===== config.mk =====
export PLATFORM = sky130hd
export DESIGN_NAME = bidir_port_ctrl
export DESIGN_NICKNAME = d
export VERILOG_FILES = /design/src/rtl/bidir_port_pkg.sv /design/src/rtl/bidir_port_ctrl_sync_bus.sv /design/src/rtl/bidir_port_ctrl.sv
export SDC_FILE = /design/constraint.sdc
export NUM_CORES = 1
export LEC_CHECK = 0
export CAP_MARGIN = 20
export CELL_PAD_IN_SITES_DETAIL_PLACEMENT = 0
export CELL_PAD_IN_SITES_GLOBAL_PLACEMENT = 1
export CORE_MARGIN = 1.5
export CORE_UTILIZATION = 43
export DETAILED_ROUTE_END_ITERATION = 7
export DONT_BUFFER_PORTS = 1
export PLACE_DENSITY_LB_ADDON = 0.1
export SLEW_MARGIN = 20
export SYNTH_ARGS = -nofsm -noshare
export SYNTH_HDL_FRONTEND = slang
export SYNTH_SLANG_ARGS = --single-unit

===== constraint.sdc =====
create_clock -name CLK -period 1.88 [get_ports CLK]
set_input_delay 0.376 -clock CLK [delete_from_list [all_inputs] [get_ports CLK]]
set_output_delay 0.376 -clock CLK [all_outputs]
set_load 0.1 [all_outputs]

===== src/rtl/bidir_port_pkg.sv =====
// Shared encodings for the bidirectional pad sequencer.
// One-hot FSM states and last-operation flags.
package bidir_port_pkg;

  localparam int I_IDLE     = 0;
  localparam int I_PRETURN  = 1;
  localparam int I_DRIVE    = 2;
  localparam int I_POSTTURN = 3;
  localparam int I_SAMPLE   = 4;
  localparam int I_DONE     = 5;

  localparam logic [5:0] ST_IDLE     = 6'b000001;
  localparam logic [5:0] ST_PRETURN  = 6'b000010;
  localparam logic [5:0] ST_DRIVE    = 6'b000100;
  localparam logic [5:0] ST_POSTTURN = 6'b001000;
  localparam logic [5:0] ST_SAMPLE   = 6'b010000;
  localparam logic [5:0] ST_DONE     = 6'b100000;

  typedef enum logic [5:0] {
    S_IDLE     = ST_IDLE,
    S_PRETURN  = ST_PRETURN,
    S_DRIVE    = ST_DRIVE,
    S_POSTTURN = ST_POSTTURN,
    S_SAMPLE   = ST_SAMPLE,
    S_DONE     = ST_DONE
  } state_e;

  localparam logic OP_READ  = 1'b0;
  localparam logic OP_WRITE = 1'b1;

  function automatic int max3(input int a, input int b, input int c);
    int m;
    m = (a > b) ? a : b;
    return (m > c) ? m : c;
  endfunction

endpackage


===== src/rtl/bidir_port_ctrl_sync_bus.sv =====
// Multi-flop synchronizer for the pad readback bus.
// All stages clear to zero on reset.
module sync_bus #(
  parameter int WIDTH       = 8,
  parameter int SYNC_STAGES = 2
) (
  input  logic             clk,
  input  logic             rst,
  input  logic [WIDTH-1:0] d,
  output logic [WIDTH-1:0] q
);

  logic [WIDTH-1:0] stg [SYNC_STAGES];

  // Shift the asynchronous pad value through the flop chain
  always_ff @(posedge clk or posedge rst) begin
    if (rst) begin
      for (int i = 0; i < SYNC_STAGES; i++) stg[i] <= '0;
    end else begin
      stg[0] <= d;
      for (int i = 1; i < SYNC_STAGES; i++) stg[i] <= stg[i-1];
    end
  end

  assign q = stg[SYNC_STAGES-1];

endmodule


===== src/rtl/bidir_port_ctrl.sv =====
// Pad sequencer: request handshake to IOBUF I/T control
// with guaranteed high-Z turnaround and synchronized readback.
module bidir_port_ctrl
  import bidir_port_pkg::*;
#(
  parameter int WIDTH       = 8,
  parameter int HOLD_CYCLES = 2,
  parameter int TURN_CYCLES = 1,
  parameter int SYNC_STAGES = 2
) (
  input  logic             CLK,
  input  logic             RST,
  input  logic             WR_REQ,
  input  logic [WIDTH-1:0] WR_DATA,
  input  logic             RD_REQ,
  output logic             ACK,
  output logic [WIDTH-1:0] RD_DATA,
  output logic             RD_VALID,
  output logic             BUSY,
  output logic [WIDTH-1:0] PAD_I,
  output logic             PAD_T,
  input  logic [WIDTH-1:0] PAD_O
);

  localparam int MX = max3(HOLD_CYCLES, TURN_CYCLES, SYNC_STAGES + 1);
  localparam int CW = $clog2(MX + 1);
  localparam int TV = (TURN_CYCLES > 0) ? TURN_CYCLES - 1 : 0;
  localparam logic [CW-1:0] HL = CW'(HOLD_CYCLES - 1);
  localparam logic [CW-1:0] TL = CW'(TV);
  localparam logic [CW-1:0] SL = CW'(SYNC_STAGES);
  localparam bit HAS_TURN = (TURN_CYCLES > 0);

  state_e          state;
  state_e          state_next;
  logic [CW-1:0]   cnt;
  logic [CW-1:0]   cnt_next;
  logic            last_op;
  logic [WIDTH-1:0] sync_q;
  logic            wr_acc;
  logic            rd_done;

  sync_bus #(
    .WIDTH      (WIDTH),
    .SYNC_STAGES(SYNC_STAGES)
  ) u_sync (
    .clk(CLK),
    .rst(RST),
    .d  (PAD_O),
    .q  (sync_q)
  );

  assign wr_acc  = state[I_IDLE] && !ACK && WR_REQ;
  assign rd_done = state[I_SAMPLE] && (cnt == '0);
  assign BUSY    = !state[I_IDLE];

  // Next state and counter reload on every state entry
  always_comb begin
    state_next = state;
    cnt_next   = (cnt != '0) ? cnt - 1'b1 : '0;
    unique case (1'b1)
      state[I_IDLE]: begin
        if (!ACK) begin
          if (WR_REQ) begin
            if (last_op == OP_READ && HAS_TURN) begin
              state_next = S_PRETURN;
              cnt_next   = TL;
            end else begin
              state_next = S_DRIVE;
              cnt_next   = HL;
            end
          end else if (RD_REQ) begin
            state_next = S_SAMPLE;
            cnt_next   = SL;
          end
        end
      end
      state[I_PRETURN]: begin
        if (cnt == '0) begin
          state_next = S_DRIVE;
          cnt_next   = HL;
        end
      end
      state[I_DRIVE]: begin
        if (cnt == '0) begin
          if (HAS_TURN) begin
            state_next = S_POSTTURN;
            cnt_next   = TL;
          end else begin
            state_next = S_DONE;
            cnt_next   = '0;
          end
        end
      end
      state[I_POSTTURN]: begin
        if (cnt == '0) begin
          state_next = S_DONE;
          cnt_next   = '0;
        end
      end
      state[I_SAMPLE]: begin
        if (cnt == '0) begin
          state_next = S_DONE;
          cnt_next   = '0;
        end
      end
      state[I_DONE]: begin
        state_next = S_IDLE;
        cnt_next   = '0;
      end
      default: begin
        state_next = S_IDLE;
        cnt_next   = '0;
      end
    endcase
  end

  // State, counter and registered pad/handshake outputs
  always_ff @(posedge CLK or posedge RST) begin
    if (RST) begin
      state    <= S_IDLE;
      cnt      <= '0;
      last_op  <= OP_READ;
      PAD_T    <= 1'b1;
      PAD_I    <= '0;
      ACK      <= 1'b0;
      RD_VALID <= 1'b0;
      RD_DATA  <= '0;
    end else begin
      state    <= state_next;
      cnt      <= cnt_next;
      PAD_T    <= (state_next != S_DRIVE);
      ACK      <= (state_next == S_DONE);
      RD_VALID <= rd_done;
      if (wr_acc) PAD_I <= WR_DATA;
      if (rd_done) begin
        RD_DATA <= sync_q;
        last_op <= OP_READ;
      end
      if (state_next == S_DRIVE) last_op <= OP_WRITE;
    end
  end

endmodule


==> results of run 1 <==
[routing by layer]
| layer | vias to the layer above | global-route usage (%) | routed length (microns) |
|---|---|---|---|
| met5 | - | 0 | 0 |
| met3 | 2 | 5.766 | 161 |
| met1 | 447 | 19.43 | 1198 |
| li1 | 440 | - | - |
| met2 | 31 | 22.72 | 1229 |
| met4 | 0 | 5.000 | 13 |
[logic make-up after synthesis]
kind of cell / synth area share [%]
AND/OR/NAND/NOR: 12.89
flip-flops: 71.94
buffers and inverters: 1.713
multiplexers: 7.341
AO/OA/AOI/OAI: 6.118
[sequential cells by signal, summed over array words and instances, names as in the netlist]
register / count
ACK: 1
PAD_I: 8
PAD_T: 1
RD_DATA: 8
RD_VALID: 1
cnt: 2
last_op: 1
state: 6
u_sync.q: 8
u_sync.stg: 8
[critical path, delay by kind of cell, from the launching register on]
family	cells	cell delay, ns
and+or+nand+nor	2	0.84
DFF	1	0.58
muxes	1	0.29
buffers and inverters	1	0.06
[final timing paths]
| path | start | to | slack, ns | depth (start not counted) |
|---|---|---|---|---|
| setup / recovery | state[0]$_DFF_PP1_ | PAD_T$_DFF_PP1_ | 0.05 | 4 |
| hold / removal | PAD_O[0] | u_sync.stg[8]$_DFF_PP0_ | 0.06 | 0 |
| setup reg to reg | state[0]$_DFF_PP1_ | PAD_T$_DFF_PP1_ | 0.05 | 4 |
| hold reg to reg | u_sync.stg[14]$_DFF_PP0_ | u_sync.q[6]$_DFF_PP0_ | 0.36 | 0 |
| max in group asynchronous | RST | u_sync.q[5]$_DFF_PP0_ | 0.76 | 3 |
| min in group asynchronous | RST | RD_VALID$_DFF_PP0_ | 0.51 | 2 |
[cells in the mapped netlist, types with 2 or more instances]
cell,instances,area share [%]
o32ai_1,2,1.1
mux2_2,10,7.3
a21oi_1,3,0.98
nor2_1,6,1.5
dfrtp_1,42,69
dfstp_2,2,3.4
nor3_1,2,0.65
inv_1,6,1.5
nand2_1,24,5.9
and2_1,2,0.82
o2bb2ai_1,2,1.1
[cell type report]
type / instances / share of cell area [%]
clock buffers: 6 / 2.273
clock inverters: 2 / 0.6887
inverters: 6 / 1.240
multi-input cells: 64 / 22.59
flip-flops and latches: 44 / 60.81
well taps: 46 / 3.168
repair buffers: 22 / 9.229
[stage by stage]
step	worst slack, ns	utilization, %	std cells
2_1_floorplan	-0.4577	-	115
3_3_place_gp	0.09601	51.53	181
3_5_place_dp	0.08088	51.53	181
4_1_cts	0.06000	53.41	190
5_1_grt	0.01580	53.60	190
6_report	0.05263	53.60	190
[what timing repair did]
item | 4_1_cts | 5_1_grt
hold endpoints to repair | 18 | 0
buffers inserted | 0 | 0
resized for setup | 0 | 1
endpoints found under the setup margin | 0 | 1
hold buffers | 1 | 0
==> flow_summary.ini, run 1 <==
[place]
place_congestion = 0.7997
port_buffers = 0
place_area_sq_um = 1747
dp_hpwl_mm = 1.887

[detailed_routing]
drt_iter0_drc = 72
wirelength_mm = 2.602
ant_nets = 0
drc = 0
wl_per_cell_microns = 13.69
via_per_inst = 4.842
drt-pass1-iter-count = 4
dr_total_vias = 920

[layout]
layout_common_cells = 41 x dfrtp_1, 24 x nand2_1, 21 x buf_4
design_area_sq_um = 1817
area.growth.synth_to_final_pct = 18.43
diodes = 0
multiInputGateArea_sq_um = 410.4
fillCellCount = 287
finalNetCount = 163
regArea_sq_um = 1105
layout-drive-gt1-share_pct = 31.94
layout_commonest_cell = dfrtp_1

[clock_tree]
cts_tree = yes
clock_sinks = 44
insertion_delay_ns = 0.33
clkTransAtPathRegs_ns = 0.12
cts_made_buffers = 5
cts_htree_levels = 2
cts.path.max_buffers = 2
cts-root-buf = clkbuf_4

[floorplanning]
fp.dieW_microns = 62.73
num_io_pins = 40
die-height_microns = 62.73
std_cell_rows = 21
core_sq_um = 3390
initial_core_util_pct = 45.26
dieArea_sq_um = 3934

[sta]
clock_skew_ns = 0.002796
hold_viol = 0
finalCriticalPeriod_ns = 1.827
min_period_over_period_pct = 97.20
finalSetupTns_ns = 0
slew_violations = 0
rsz0062_at_grt = false
max_freq_mhz = 547.2
tightestPinTransition_ns = 0.9109
slew_headroom_pct = 39.27
setup_viol = 0
holdWs_ns = 0.05673

[synth]
ys.flop_type = dfrtp_1
synth_edf_count = 0
netlist_area_sq_um = 1534
synthCells = 115
synth-warning-count = 0
syn_avg_cell_area_sq_um = 13.34
synth-seq-cells = 44
async_flop_share_pct = 100.0
synth_fp_nets = 135
yosysSeqAreaShare_pct = 71.94
synth.distinct_cells = 25

[global_routing]
grt_pass1_vias = 950
grt.total_usage_pct = 14.82
grt_max_degree = 22
antenna_found_initial = 0
grt.overflow.total = 0
grt_pass1_wl_mm = 4.450

[worst_setup_path]
crit_fanout = 5
arrival_ns = 2.10
crit_type = flop to flop
slowest_stage = dfstp_2
worstSetupEndpointType = flop
max_stage_delay_ns = 0.58
crit_chain = inv_1, mux2_2, or4_4, or3_1
critPathLaunchType = flop
cp.required_ns = 2.15

[status]
status = finished clean

[flow_run]
drv_cap = 0

[hold_path]
hp-class = input pin to flop
Power of run 1 is not shown: default switching activity piles up to over one toggle a cycle in this logic, so the estimate is an artifact.
==> run 2, diff against run 1 <==
--- a/config.mk
+++ b/config.mk
@@ -5,6 +5,7 @@
 export SDC_FILE = /design/constraint.sdc
 export NUM_CORES = 1
 export LEC_CHECK = 0
+export ABC_CLOCK_PERIOD_IN_PS = 1880
 export CAP_MARGIN = 20
 export CELL_PAD_IN_SITES_DETAIL_PLACEMENT = 0
 export CELL_PAD_IN_SITES_GLOBAL_PLACEMENT = 1
@@ -12,7 +13,7 @@
 export CORE_UTILIZATION = 43
 export DETAILED_ROUTE_END_ITERATION = 7
 export DONT_BUFFER_PORTS = 1
-export PLACE_DENSITY_LB_ADDON = 0.1
+export PLACE_DENSITY = 0.74
 export SLEW_MARGIN = 20
 export SYNTH_ARGS = -nofsm -noshare
 export SYNTH_HDL_FRONTEND = slang
==> constraint.sdc (replaced) <==
create_clock -name CLK -period 1.88 [get_ports CLK]
set_input_delay 0.282 -clock CLK [delete_from_list [all_inputs] [get_ports CLK]]
set_output_delay 0.282 -clock CLK [all_outputs]
set_load 0.1 [all_outputs]
==> run 2 against run 1 <==
Against the previous run: cell area increased by 9.0%; register-to-register slack worse by 0.04 ns; wire length is 7.5% higher; maximum frequency fell by 2.3%; clock-buffer cell count did not move; cell count up 7.4%; highest routed layer unchanged.
==> flow_summary.ini, run 2 (synthesized netlist as in run 1, its figures left out) <==
[worst_setup_path]
worstSetupEndpointType = flop
cp.required_ns = 2.15
r2r_setup_slack_ns = 0.01
slowest_stage = or4_4
crit_type = flop to flop
crit_chain = o21bai_4, mux2_2, or4_4, or3_4
reg2regPathDepth = 4
reg2reg_to = PAD_T$_DFF_PP1_
crit_fanout = 6
crit_family = simple AND/OR/NAND/NOR gates
arrival_ns = 2.15
max_stage_delay_ns = 0.53
critPathLaunchType = flop
reg2reg_from = ACK$_DFF_PP0_
cp.buffers_inverters = 0

[floorplanning]
fp.dieW_microns = 62.73
dieArea_sq_um = 3934
core_sq_um = 3390
std_cell_rows = 21
num_io_pins = 40
initial_core_util_pct = 45.26
die-height_microns = 62.73

[detailed_routing]
via_per_inst = 4.858
drt_iter0_drc = 36
ant_nets = 0
wl_per_cell_microns = 13.72
drt-pass1-iter-count = 4
dr_total_vias = 991
drc = 0
wirelength_mm = 2.798

[global_routing]
grt.total_usage_pct = 15.91
grt_pass1_vias = 1058
antenna_found_initial = 0
grt_pass1_wl_mm = 4.726
grt_max_degree = 45
grt.overflow.total = 0

[sta]
finalSetupTns_ns = 0
clock_skew_ns = 0.01193
finalCriticalPeriod_ns = 1.870
min_period_over_period_pct = 99.48
setup_viol = 0
hold_viol = 0
slew_violations = 0
holdWs_ns = 0.05073
rsz0062_at_grt = true
max_freq_mhz = 534.7
fin_ws_ns = 0.009778
slew_headroom_pct = 64.95
tightestPinTransition_ns = 0.5258

[layout]
diodes = 0
layout_common_cells = 41 x dfrtp_1, 27 x buf_4, 24 x nand2_1
fillCellCount = 292
multiInputGateArea_sq_um = 426.7
design_area_sq_um = 1981
layout-drive-gt1-share_pct = 34.81
layout_commonest_cell = dfrtp_1
area.growth.synth_to_final_pct = 29.12
regArea_sq_um = 1105
finalNetCount = 177

[clock_tree]
clkTransAtPathRegs_ns = 0.13
cts.path.max_buffers = 2
cts-root-buf = clkbuf_4
clock_sinks = 44
cts_htree_levels = 2
insertion_delay_ns = 0.33
cts_made_buffers = 5
cts_tree = yes

[place]
pre_cts_ws_ns = 0.02517
port_buffers = 0
place_area_sq_um = 1784
place_congestion = 0.7505
dp_hpwl_mm = 1.920

[hold_path]
hold_end = PAD_I[6]$_DFFE_PP0P_
hp-class = input pin to flop
hold_path_depth = 2
min_from = WR_DATA[6]

[flow_run]
drv_cap = 0

[status]
status = finished clean
## run 2: cell types whose count changed in the layout (fill, tap and decap cells not counted), sizes merged
cell / delta
dlygate4sd3: +8
buf: +6
bufinv: +1
clkinvlp: -1
## run 2: through the flow
| step | instances | utilization [%] |
|---|---|---|
| 6_report | 204 | 58.43 |
| 5_1_grt | 204 | 58.43 |
| 4_1_cts | 203 | 57.55 |
| 3_5_place_dp | 186 | 52.64 |
| 3_3_place_gp | 186 | 52.64 |
| 2_1_floorplan | 115 | - |
## run 2: worst max-delay path by stage
stage | from | to | slack [ns] | cells past startpoint
after detailed placement | ACK$_DFF_PP0_ | PAD_T$_DFF_PP1_ | 0.03 | 4
after floorplan | state[0]$_DFF_PP1_ | PAD_T$_DFF_PP1_ | -0.46 | 4
after global routing | ACK$_DFF_PP0_ | PAD_T$_DFF_PP1_ | -0.04 | 4
final | ACK$_DFF_PP0_ | PAD_T$_DFF_PP1_ | 0.01 | 4
after global placement | ACK$_DFF_PP0_ | PAD_T$_DFF_PP1_ | 0.08 | 4
after CTS | ACK$_DFF_PP0_ | PAD_T$_DFF_PP1_ | 0.008 | 4
## run 2: repair_timing
action,4_1_cts,5_1_grt
endpoints found under the hold margin,50,0
endpoints found under the setup margin,0,1
buffers inserted,0,1
gates resized for setup,0,5
hold buffers,9,0
## run 2: per-layer routing
metal	global-route usage, %	up-vias	part of all wire (%)
met1	18.27	494	41
li1	-	468	-
met2	27.02	25	55
met3	4.324	4	3.9
met5	0	-	0
met4	8.611	0	0.82
## run 2: area by class of cell
class | instances | share of cell area, %
multi-input cells | 64 | 21.54
inverters | 6 | 1.137
well taps | 46 | 2.906
clock inverters | 2 | 1.769
repair buffers | 36 | 14.78
flip-flops and latches | 44 | 55.78
clock buffers | 6 | 2.085
Power of run 2 is left out for the same reason.
